$ cat src/rtl/debounce_pkg.sv
// debounce_pkg
//   Shared types and default constants for the debounce_edge input conditioner.
//   - db_state_t      : qualification FSM states
//   - DEF_SYNC_STAGES : default synchroniser depth
//   - DEF_DEBOUNCE    : default number of identical samples needed to accept a change
//   - DEF_EVT_W       : default width of the accepted-transition counter
package debounce_pkg;

  typedef enum logic [1:0] {
    ST_LOW      = 2'd0,
    ST_RISE_CHK = 2'd1,
    ST_HIGH     = 2'd2,
    ST_FALL_CHK = 2'd3
  } db_state_t;

  localparam int DEF_SYNC_STAGES = 2;
  localparam int DEF_DEBOUNCE    = 4;
  localparam int DEF_EVT_W       = 8;

  // Width needed to hold a qualification count of 0..n.
  function automatic int qual_width(input int n);
    return (n < 1) ? 1 : $clog2(n + 1);
  endfunction

endpackage

$ cat src/rtl/debounce_edge_sync_ff.sv
// sync_ff
//   Multi-flop synchroniser for a single asynchronous bit. The input is
//   shifted through STAGES flops; only the last flop is visible downstream.
//   Ports:
//     clk   in  1  clock
//     reset in  1  synchronous active-high reset, clears every stage to 0
//     d_i   in  1  asynchronous input
//     q_o   out 1  synchronised output (last stage)
module sync_ff
  import debounce_pkg::*;
#(
  parameter int STAGES = DEF_SYNC_STAGES
) (
  input  logic clk,
  input  logic reset,
  input  logic d_i,
  output logic q_o
);

  logic [STAGES-1:0] sr_q;
  logic [STAGES-1:0] sr_d;

  // Stage 0 takes the raw input, each later stage takes its predecessor.
  always_comb begin
    sr_d = {sr_q[STAGES-2:0], d_i};
  end

  always_ff @(posedge clk) begin
    if (reset) sr_q <= '0;
    else       sr_q <= sr_d;
  end

  assign q_o = sr_q[STAGES-1];

endmodule

$ cat src/rtl/debounce_edge.sv
// debounce_edge
//   Conditions a raw, bouncy, asynchronous 1-bit input. The input is
//   synchronised, and a level change is accepted only after DEBOUNCE_CYCLES
//   consecutive identical synchronised samples. Produces a clean level,
//   single-cycle rise/fall pulses and a wrapping accepted-transition count.
//   Every output comes straight from a flop.
//   Ports:
//     clk       in  1      clock, all state on posedge
//     reset     in  1      synchronous active-high reset
//     d_i       in  1      raw asynchronous input
//     stable_o  out 1      debounced level
//     rise_o    out 1      one-cycle pulse on accepted 0->1
//     fall_o    out 1      one-cycle pulse on accepted 1->0
//     evt_cnt_o out EVT_W  accepted transitions, wraps modulo 2^EVT_W
module debounce_edge
  import debounce_pkg::*;
#(
  parameter int SYNC_STAGES     = DEF_SYNC_STAGES,
  parameter int DEBOUNCE_CYCLES = DEF_DEBOUNCE,
  parameter int EVT_W           = DEF_EVT_W
) (
  input  logic             clk,
  input  logic             reset,
  input  logic             d_i,
  output logic             stable_o,
  output logic             rise_o,
  output logic             fall_o,
  output logic [EVT_W-1:0] evt_cnt_o
);

  localparam int QW = qual_width(DEBOUNCE_CYCLES);
  localparam logic [QW-1:0]    QUAL_ONE  = QW'(1);
  localparam logic [QW-1:0]    QUAL_LAST = QW'(DEBOUNCE_CYCLES - 1);
  localparam logic [EVT_W-1:0] CNT_ONE   = EVT_W'(1);

  // ---------------------------------------------------------------------
  // Synchroniser: nothing past this point looks at d_i.
  // ---------------------------------------------------------------------
  logic d_sync;

  sync_ff #(
    .STAGES (SYNC_STAGES)
  ) u_sync (
    .clk   (clk),
    .reset (reset),
    .d_i   (d_i),
    .q_o   (d_sync)
  );

  // ---------------------------------------------------------------------
  // State
  // ---------------------------------------------------------------------
  db_state_t        state_q,  state_d;
  logic [QW-1:0]    qual_q,   qual_d;
  logic             stable_q, stable_d;
  logic             rise_q,   rise_d;
  logic             fall_q,   fall_d;
  logic [EVT_W-1:0] cnt_q,    cnt_d;

  // Qualification completes on the DEBOUNCE_CYCLES-th consecutive sample:
  // the entry sample counts as 1, so the final one arrives at count N-1.
  logic qual_done;
  assign qual_done = (qual_q == QUAL_LAST);

  logic accept_rise;
  logic accept_fall;
  assign accept_rise = (state_q == ST_RISE_CHK) &&  d_sync && qual_done;
  assign accept_fall = (state_q == ST_FALL_CHK) && !d_sync && qual_done;

  // ---------------------------------------------------------------------
  // Process 1: state register
  // ---------------------------------------------------------------------
  always_ff @(posedge clk) begin
    if (reset) begin
      state_q <= ST_LOW;
      qual_q  <= '0;
    end else begin
      state_q <= state_d;
      qual_q  <= qual_d;
    end
  end

  // ---------------------------------------------------------------------
  // Process 2: next-state logic
  // Any opposite sample inside a *_CHK state drops straight back to the
  // settled state with the count cleared, so no partial credit survives.
  // ---------------------------------------------------------------------
  always_comb begin
    state_d = state_q;
    qual_d  = qual_q;
    unique case (state_q)
      ST_LOW: begin
        if (d_sync) begin
          state_d = ST_RISE_CHK;
          qual_d  = QUAL_ONE;
        end
      end
      ST_RISE_CHK: begin
        if (!d_sync) begin
          state_d = ST_LOW;
          qual_d  = '0;
        end else if (qual_done) begin
          state_d = ST_HIGH;
          qual_d  = '0;
        end else begin
          qual_d  = qual_q + QUAL_ONE;
        end
      end
      ST_HIGH: begin
        if (!d_sync) begin
          state_d = ST_FALL_CHK;
          qual_d  = QUAL_ONE;
        end
      end
      ST_FALL_CHK: begin
        if (d_sync) begin
          state_d = ST_HIGH;
          qual_d  = '0;
        end else if (qual_done) begin
          state_d = ST_LOW;
          qual_d  = '0;
        end else begin
          qual_d  = qual_q + QUAL_ONE;
        end
      end
      default: begin
        state_d = ST_LOW;
        qual_d  = '0;
      end
    endcase
  end

  // ---------------------------------------------------------------------
  // Process 3: output logic (registered below)
  // Pulses are one cycle because they default low every cycle and are
  // only raised on the single acceptance cycle.
  // ---------------------------------------------------------------------
  always_comb begin
    stable_d = stable_q;
    rise_d   = 1'b0;
    fall_d   = 1'b0;
    cnt_d    = cnt_q;
    if (accept_rise) begin
      stable_d = 1'b1;
      rise_d   = 1'b1;
      cnt_d    = cnt_q + CNT_ONE;
    end else if (accept_fall) begin
      stable_d = 1'b0;
      fall_d   = 1'b1;
      cnt_d    = cnt_q + CNT_ONE;
    end
  end

  always_ff @(posedge clk) begin
    if (reset) begin
      stable_q <= 1'b0;
      rise_q   <= 1'b0;
      fall_q   <= 1'b0;
      cnt_q    <= '0;
    end else begin
      stable_q <= stable_d;
      rise_q   <= rise_d;
      fall_q   <= fall_d;
      cnt_q    <= cnt_d;
    end
  end

  assign stable_o  = stable_q;
  assign rise_o    = rise_q;
  assign fall_o    = fall_q;
  assign evt_cnt_o = cnt_q;

endmodule

$ cat config.mk
export PLATFORM = sky130hd
export DESIGN_NAME = debounce_edge
export DESIGN_NICKNAME = d
export VERILOG_FILES = /design/src/rtl/debounce_pkg.sv /design/src/rtl/debounce_edge_sync_ff.sv /design/src/rtl/debounce_edge.sv
export SDC_FILE = /design/constraint.sdc
export NUM_CORES = 1
export LEC_CHECK = 0
export BUFFER_PORTS_ARGS = -buffer_cell sky130_fd_sc_hd__buf_2
export CORE_UTILIZATION = 35
export DETAILED_ROUTE_END_ITERATION = 16
export SLEW_MARGIN = 20
export SYNTH_ARGS = -nofsm -noshare
export SYNTH_HDL_FRONTEND = slang
export SYNTH_SLANG_ARGS = --single-unit
export TNS_END_PERCENT = 20
$ cat constraint.sdc
create_clock -name clk -period 1.5 [get_ports clk]
set_input_delay 0.3 -clock clk [delete_from_list [all_inputs] [get_ports clk]]
set_output_delay 0.3 -clock clk [all_outputs]
set_load 0.03 [all_outputs]
Word-level counts from Yosys, hierarchy flattened
Cells that the tools add are included.
{ "word_totals": {"regBits": 18, "out_inout_bits": 11, "word_cells": 46} }
{ "classes": {"add_sub_neg": 2, "n_eq_ne": 8, "mux": 19, "reduce_logical": 10} }
{ "op_table": {"columns": ["op", "count"], "rows": [
  ["$mux 8", 2],
  ["$mux 3", 5],
  ["$mux 2", 6],
  ["$pmux 3 s4", 1],
  ["$add 8x1->8 const B", 1],
  ["$pmux 2 s4", 1],
  ["$eq 2x2->1 const B", 2],
  ["$logic_and 1x1->1", 4],
  ["$mux 1", 4],
  ["$reduce_and 4->1", 1],
  ["$add 3x1->3 const B", 1],
  ["$eq 3x2->1 const B", 1],
  ["$ne 3x2->1 const B", 1],
  ["$ne 3x3->1 const B", 1],
  ["$eq 2x1->1 const B", 1],
  ["$logic_not 2->1", 1],
  ["$ne 2x1->1 const B", 1],
  ["$ne 2x2->1 const B", 1],
  ["$reduce_and 2->1", 1],
  ["$reduce_bool 2->1", 1],
  ["$reduce_or 2->1", 1],
  ["$logic_not 1->1", 1]
]} }

Depth between registers and ports, before layout
{ "logic_depth": {"depth_word": 5, "mapped_depth": 5, "mapped_depth_nobuf": 4} }

Hierarchy
From an unflattened synthesis, not the netlist that was laid out.
{ "hier_totals": {"cells_unflattened": 84, "area_unflattened_um2": 780.7} }
{ "by_module_without_submodules": {"columns": ["mod", "instances", "cells_per_inst", "area_each_um2"], "rows": [
  ["debounce_edge", 1, 80, 728.2],
  ["sync_ff", 1, 4, 52.6]
]} }

Worst setup path before layout
Ideal clock, no wire load.
{ "synth_timing": {"kind": "flip-flop to flip-flop", "startpoint": "reg cnt_q[2] (netlist: evt_cnt_o[2])", "endpoint": "reg cnt_q[5] (netlist: evt_cnt_o[5])", "setup_time_ns": 0.121, "arrival_ns": 1.429, "required_ns": 1.379, "path_slack_ns": -0.050, "path_stages_with_launch": 4, "path_buffers": 0, "path_cell_list": "dfxtp_1 -> nand4b_1 -> nor4_1 -> mux2_2"} }
{ "synth_between": {"elab_chain_cells": 3} }
{ "synth_rtl": {"columns": ["element", "line", "source"], "rows": [
  ["from (decl)", "debounce_edge.sv:58", "logic [EVT_W-1:0] cnt_q, cnt_d;"],
  ["from (signal assigned)", "debounce_edge.sv:164", "cnt_q <= cnt_d;"],
  ["$add 8x1->8 *", "debounce_edge.sv:146, debounce_edge.sv:150", null],
  ["$mux 8", "debounce_edge.sv:147", "end else if (accept_fall) begin"],
  ["$mux 8 *", "debounce_edge.sv:143", "if (accept_rise) begin"]
]} }
Mark *: on every way between the ends. The rest lies on a longest branch, timed or not. The select of a mux whose other input is x is not followed.
A chain may end at the register's enable or synchronous reset.

==> results.txt <==
The flow ran to the end, and the final reports show no timing, DRC or antenna violations. The floorplan step set the die height to 49.19 um. In the synthesized netlist the dominant register cell turns out to be sky130_fd_sc_hd__dfxtp_1. The later-pin clock latency in the skew report came out at 0.30 ns.

The reported max-cap violation count is 0. The maximum clock frequency came out at 712.6 MHz. Entering global routing, the biggest net connects 22 pins. In this run, the number of DRC markers left after iteration 0 of detailed routing was 5. The antenna diode count is 0. The synthesis warning total is 0.

The smallest clock period supported by the final layout is computed as 1.403 ns. The via count of the first global-routing pass came out at 703. Counting every net in the synthesized netlist gives 88. The area of the core region is between 0.002 and 0.0025 mm^2. The total count of max-transition violations in the final report came out at 0. The count of cells along the worst register-to-register path came out at 4.

The number of buffers between clock root and the deepest sink is 2. The clock sink total is 18. STA puts the critical path data arrival time at 1.64 ns. Clock-pin slew was measured on the worst setup and hold paths at 0.11 ns. A synthesized cell averages 9.392 um^2. The congestion estimate from routability-driven global placement came to 0.7061. Setup repair after global routing left no endpoint under its margin. The post-route setup TNS is 0 ns. The final hold violation count is 0. The flop and latch count out of synthesis came out at 18. The number of distinct library cell variants in the gate-level netlist after synthesis is 32. The placement-stage worst setup slack came out at -0.08701 ns.

After detailed routing, the average wire length per cell comes to 11.90 um. The ratio of final minimum period to clock period came out at 93.55%. The maximum level of the CTS H-tree is 1. The cell count after placement is between 100 and 150. The die width came out at 49.19 um. The number of detailed-route iterations in the first pass came out at 4. STA classifies the critical path endpoint as a flop. The post-route clock skew is 0.01269 ns. Hold timing on the final database bottoms out at a slack of 0.2184 ns. The overall via count from detail_route is 717. STA classifies the critical path startpoint as a flop.

The critical path in this run is classified as reg -> reg. The total detailed-routing wirelength came out at about 1600 um. The largest driver fanout on the critical path is 7. The fill cell instance count of the final layout came out at 207. Sequential elements use roughly 46% of the synthesized area. Clock tree synthesis inserted a total of 3 buffers. The global-route usage over all layers is 15.65%. The initial antenna violation count came out at 0. Setup slack closes at 0.09673 ns. The number of hold buffers added after CTS came out at 0. Setup violations remaining at the end of the flow were counted as 0.

The proportion of layout cells with a drive suffix above 1 is 38.18%. The worst-case IR drop observed on VDD is 0.4629 mV. Once layout is complete, the cells apart from fillers number 137. The leakage power figure came out at 0.0004345 uW. The number of synthesized flops with an enable pin came out at 0.

The detail-routed via count per cell came out at 5.234. Once the floorplan was initialized, standard cells occupied 38.55% of the core. Input and output buffers added on the ports amount to 13. The transition time at the pin with the least slew margin came out at 0.3721 ns. The post-synthesis instance area came out at about 780 um^2. TritonCTS built the clock tree. The slack of the worst reg-to-reg path is roughly 0.097 ns. The DRC violation count after routing is 0.

The max-slew headroom at the worst pin came out at 75.20%. Detailed placement ended at an HPWL of 1172 um. The share of synthesized registers carrying an async set or reset is 0%. The layout overhead on the synthesized area came out at 33.71%.

The clock root buffer is sky130_fd_sc_hd__clkbuf_4. The worst hold path stage count came out at 2. The worst hold path belongs to the class in -> reg. The overflow left after global routing is 0. The number of nets still failing antenna checks after routing came out at 0. The final net count is approximately 120. The placement row count is 16.

The cell count after synthesis came out at 83. The critical path data required time is ~1.7 ns. For this design the ratio of total power to cell area is 821.9 mW/mm^2. The first-pass GRT wire length came out at 2911 um. The area of the die is ~0.0024 mm^2. During I/O placement, the number of pins put on the boundary was 14.
-- layer usage --
layer  global-route usage (%)  wire length, um  up-vias
met2                    27.40              822       12
met5                        0                0        -
met4                    4.412               12        0
li1                         -                -      360
met1                    17.62              734      343
met3                    5.607               60        2
-- cell type report --
type / count / area [um^2] / area share (%)
Timing Repair Buffer: 27 / 173.9 / 16.69
Clock buffer: 4 / 36.28 / 3.481
Sequential cell: 18 / 364.1 / 34.93
Tap cell: 27 / 33.78 / 3.241
Inverter: 2 / 7.507 / 0.7203
Multi-Input combinational cell: 59 / 426.7 / 40.94
-- cell families (layout without fill, tap and decap cells) --
kind of cell	after synthesis	after routing	synth area share [%]
buf+inv	6	33	3.211
compound gates	17	17	14.29
flops	18	18	46.23
mux	3	3	4.334
xor+xnor	2	2	2.248
fa+ha+maj	2	2	3.210
simple gates	35	35	26.49
-- cell usage after synthesis (all sizes together), types with 2 or more instances --
cell    count  area, um^2
o21ai       2       10.01
buf         2       10.01
o31ai       3       22.52
nand4       3       18.77
a21oi       7       35.03
inv         2       7.510
nand3b      2       15.01
nor4        2       12.51
or4         2       15.01
clkbuf      2       7.510
mux2        3       33.78
ha          2       25.02
nand2       6       22.52
dfxtp      18       360.4
nor2        4       15.01
nor4b       2       17.52
nand3       2       10.01
nor2b       5       31.28
-- timing repair --
item | CTS | global route
pin swaps | 3 | 1
resized for setup | 2 | 7
setup buffers | 1 | 1
setup endpoints to repair | 3 | 5
-- critical path, cell delays in order (launching register included) --
cell	delay, ns
sky130_fd_sc_hd__dfxtp_1	0.35
sky130_fd_sc_hd__xnor2_2	0.20
sky130_fd_sc_hd__buf_4	0.18
sky130_fd_sc_hd__or4_1	0.49
sky130_fd_sc_hd__a21oi_1	0.14
-- power breakdown --
| part | leakage [uW] | total (uW) | switching [uW] | internal (uW) |
|---|---|---|---|---|
| registers | 0.000147 | 493 | 5.84 | 487 |
| logic | 0.000266 | 60.4 | 36.8 | 23.6 |
| clock network | 0.0000210 | 303 | 155 | 148 |
-- cells in the final DEF, fill, tap and decap left out, types with 2 or more instances in the layout --
cell                       instances
sky130_fd_sc_hd__a21oi_1           7
sky130_fd_sc_hd__buf_2            13
sky130_fd_sc_hd__buf_4            13
sky130_fd_sc_hd__clkbuf_4          3
sky130_fd_sc_hd__dfxtp_1          15
sky130_fd_sc_hd__dfxtp_2           3
sky130_fd_sc_hd__inv_1             2
sky130_fd_sc_hd__mux2_2            3
sky130_fd_sc_hd__nand2_1           6
sky130_fd_sc_hd__nand3_1           2
sky130_fd_sc_hd__nand3b_1          2
sky130_fd_sc_hd__nand4_1           3
sky130_fd_sc_hd__nor2_1            4
sky130_fd_sc_hd__nor2b_1           5
sky130_fd_sc_hd__nor4_2            2
sky130_fd_sc_hd__nor4b_1           2
sky130_fd_sc_hd__o21ai_0           2
sky130_fd_sc_hd__o31ai_1           3
sky130_fd_sc_hd__or4_1             2
-- stage by stage --
stage / total power (uW) / utilization [%] / cell area, um^2
6_report: 856.6 / 51.55 / 1042
3_5_place_dp: 562.0 / 47.09 / 952.2
4_1_cts: 871.4 / 49.57 / 1002
5_1_grt: 903.5 / 51.55 / 1042
3_3_place_gp: 560.0 / 47.09 / 952.2
2_1_floorplan: 540.7 / - / 780.7
-- path summary, 6_finish.rpt --
check,start,endpoint
max,flop,evt_cnt_o[4]
min,d_i,u_sync.sr_q[0]
max reg2reg,flop,evt_cnt_o[4]
min reg2reg,u_sync.sr_q[0],u_sync.sr_q[1]
-- sequential cells by signal, summed over array words and instances (netlist names), named ones only --
name and cells:
stable_o 1, state_q 1, fall_o 1, evt_cnt_o 8
u_sync.sr_q 2, qual_q 3, rise_o 1
Note: power is estimated with default switching activity, not from simulation.
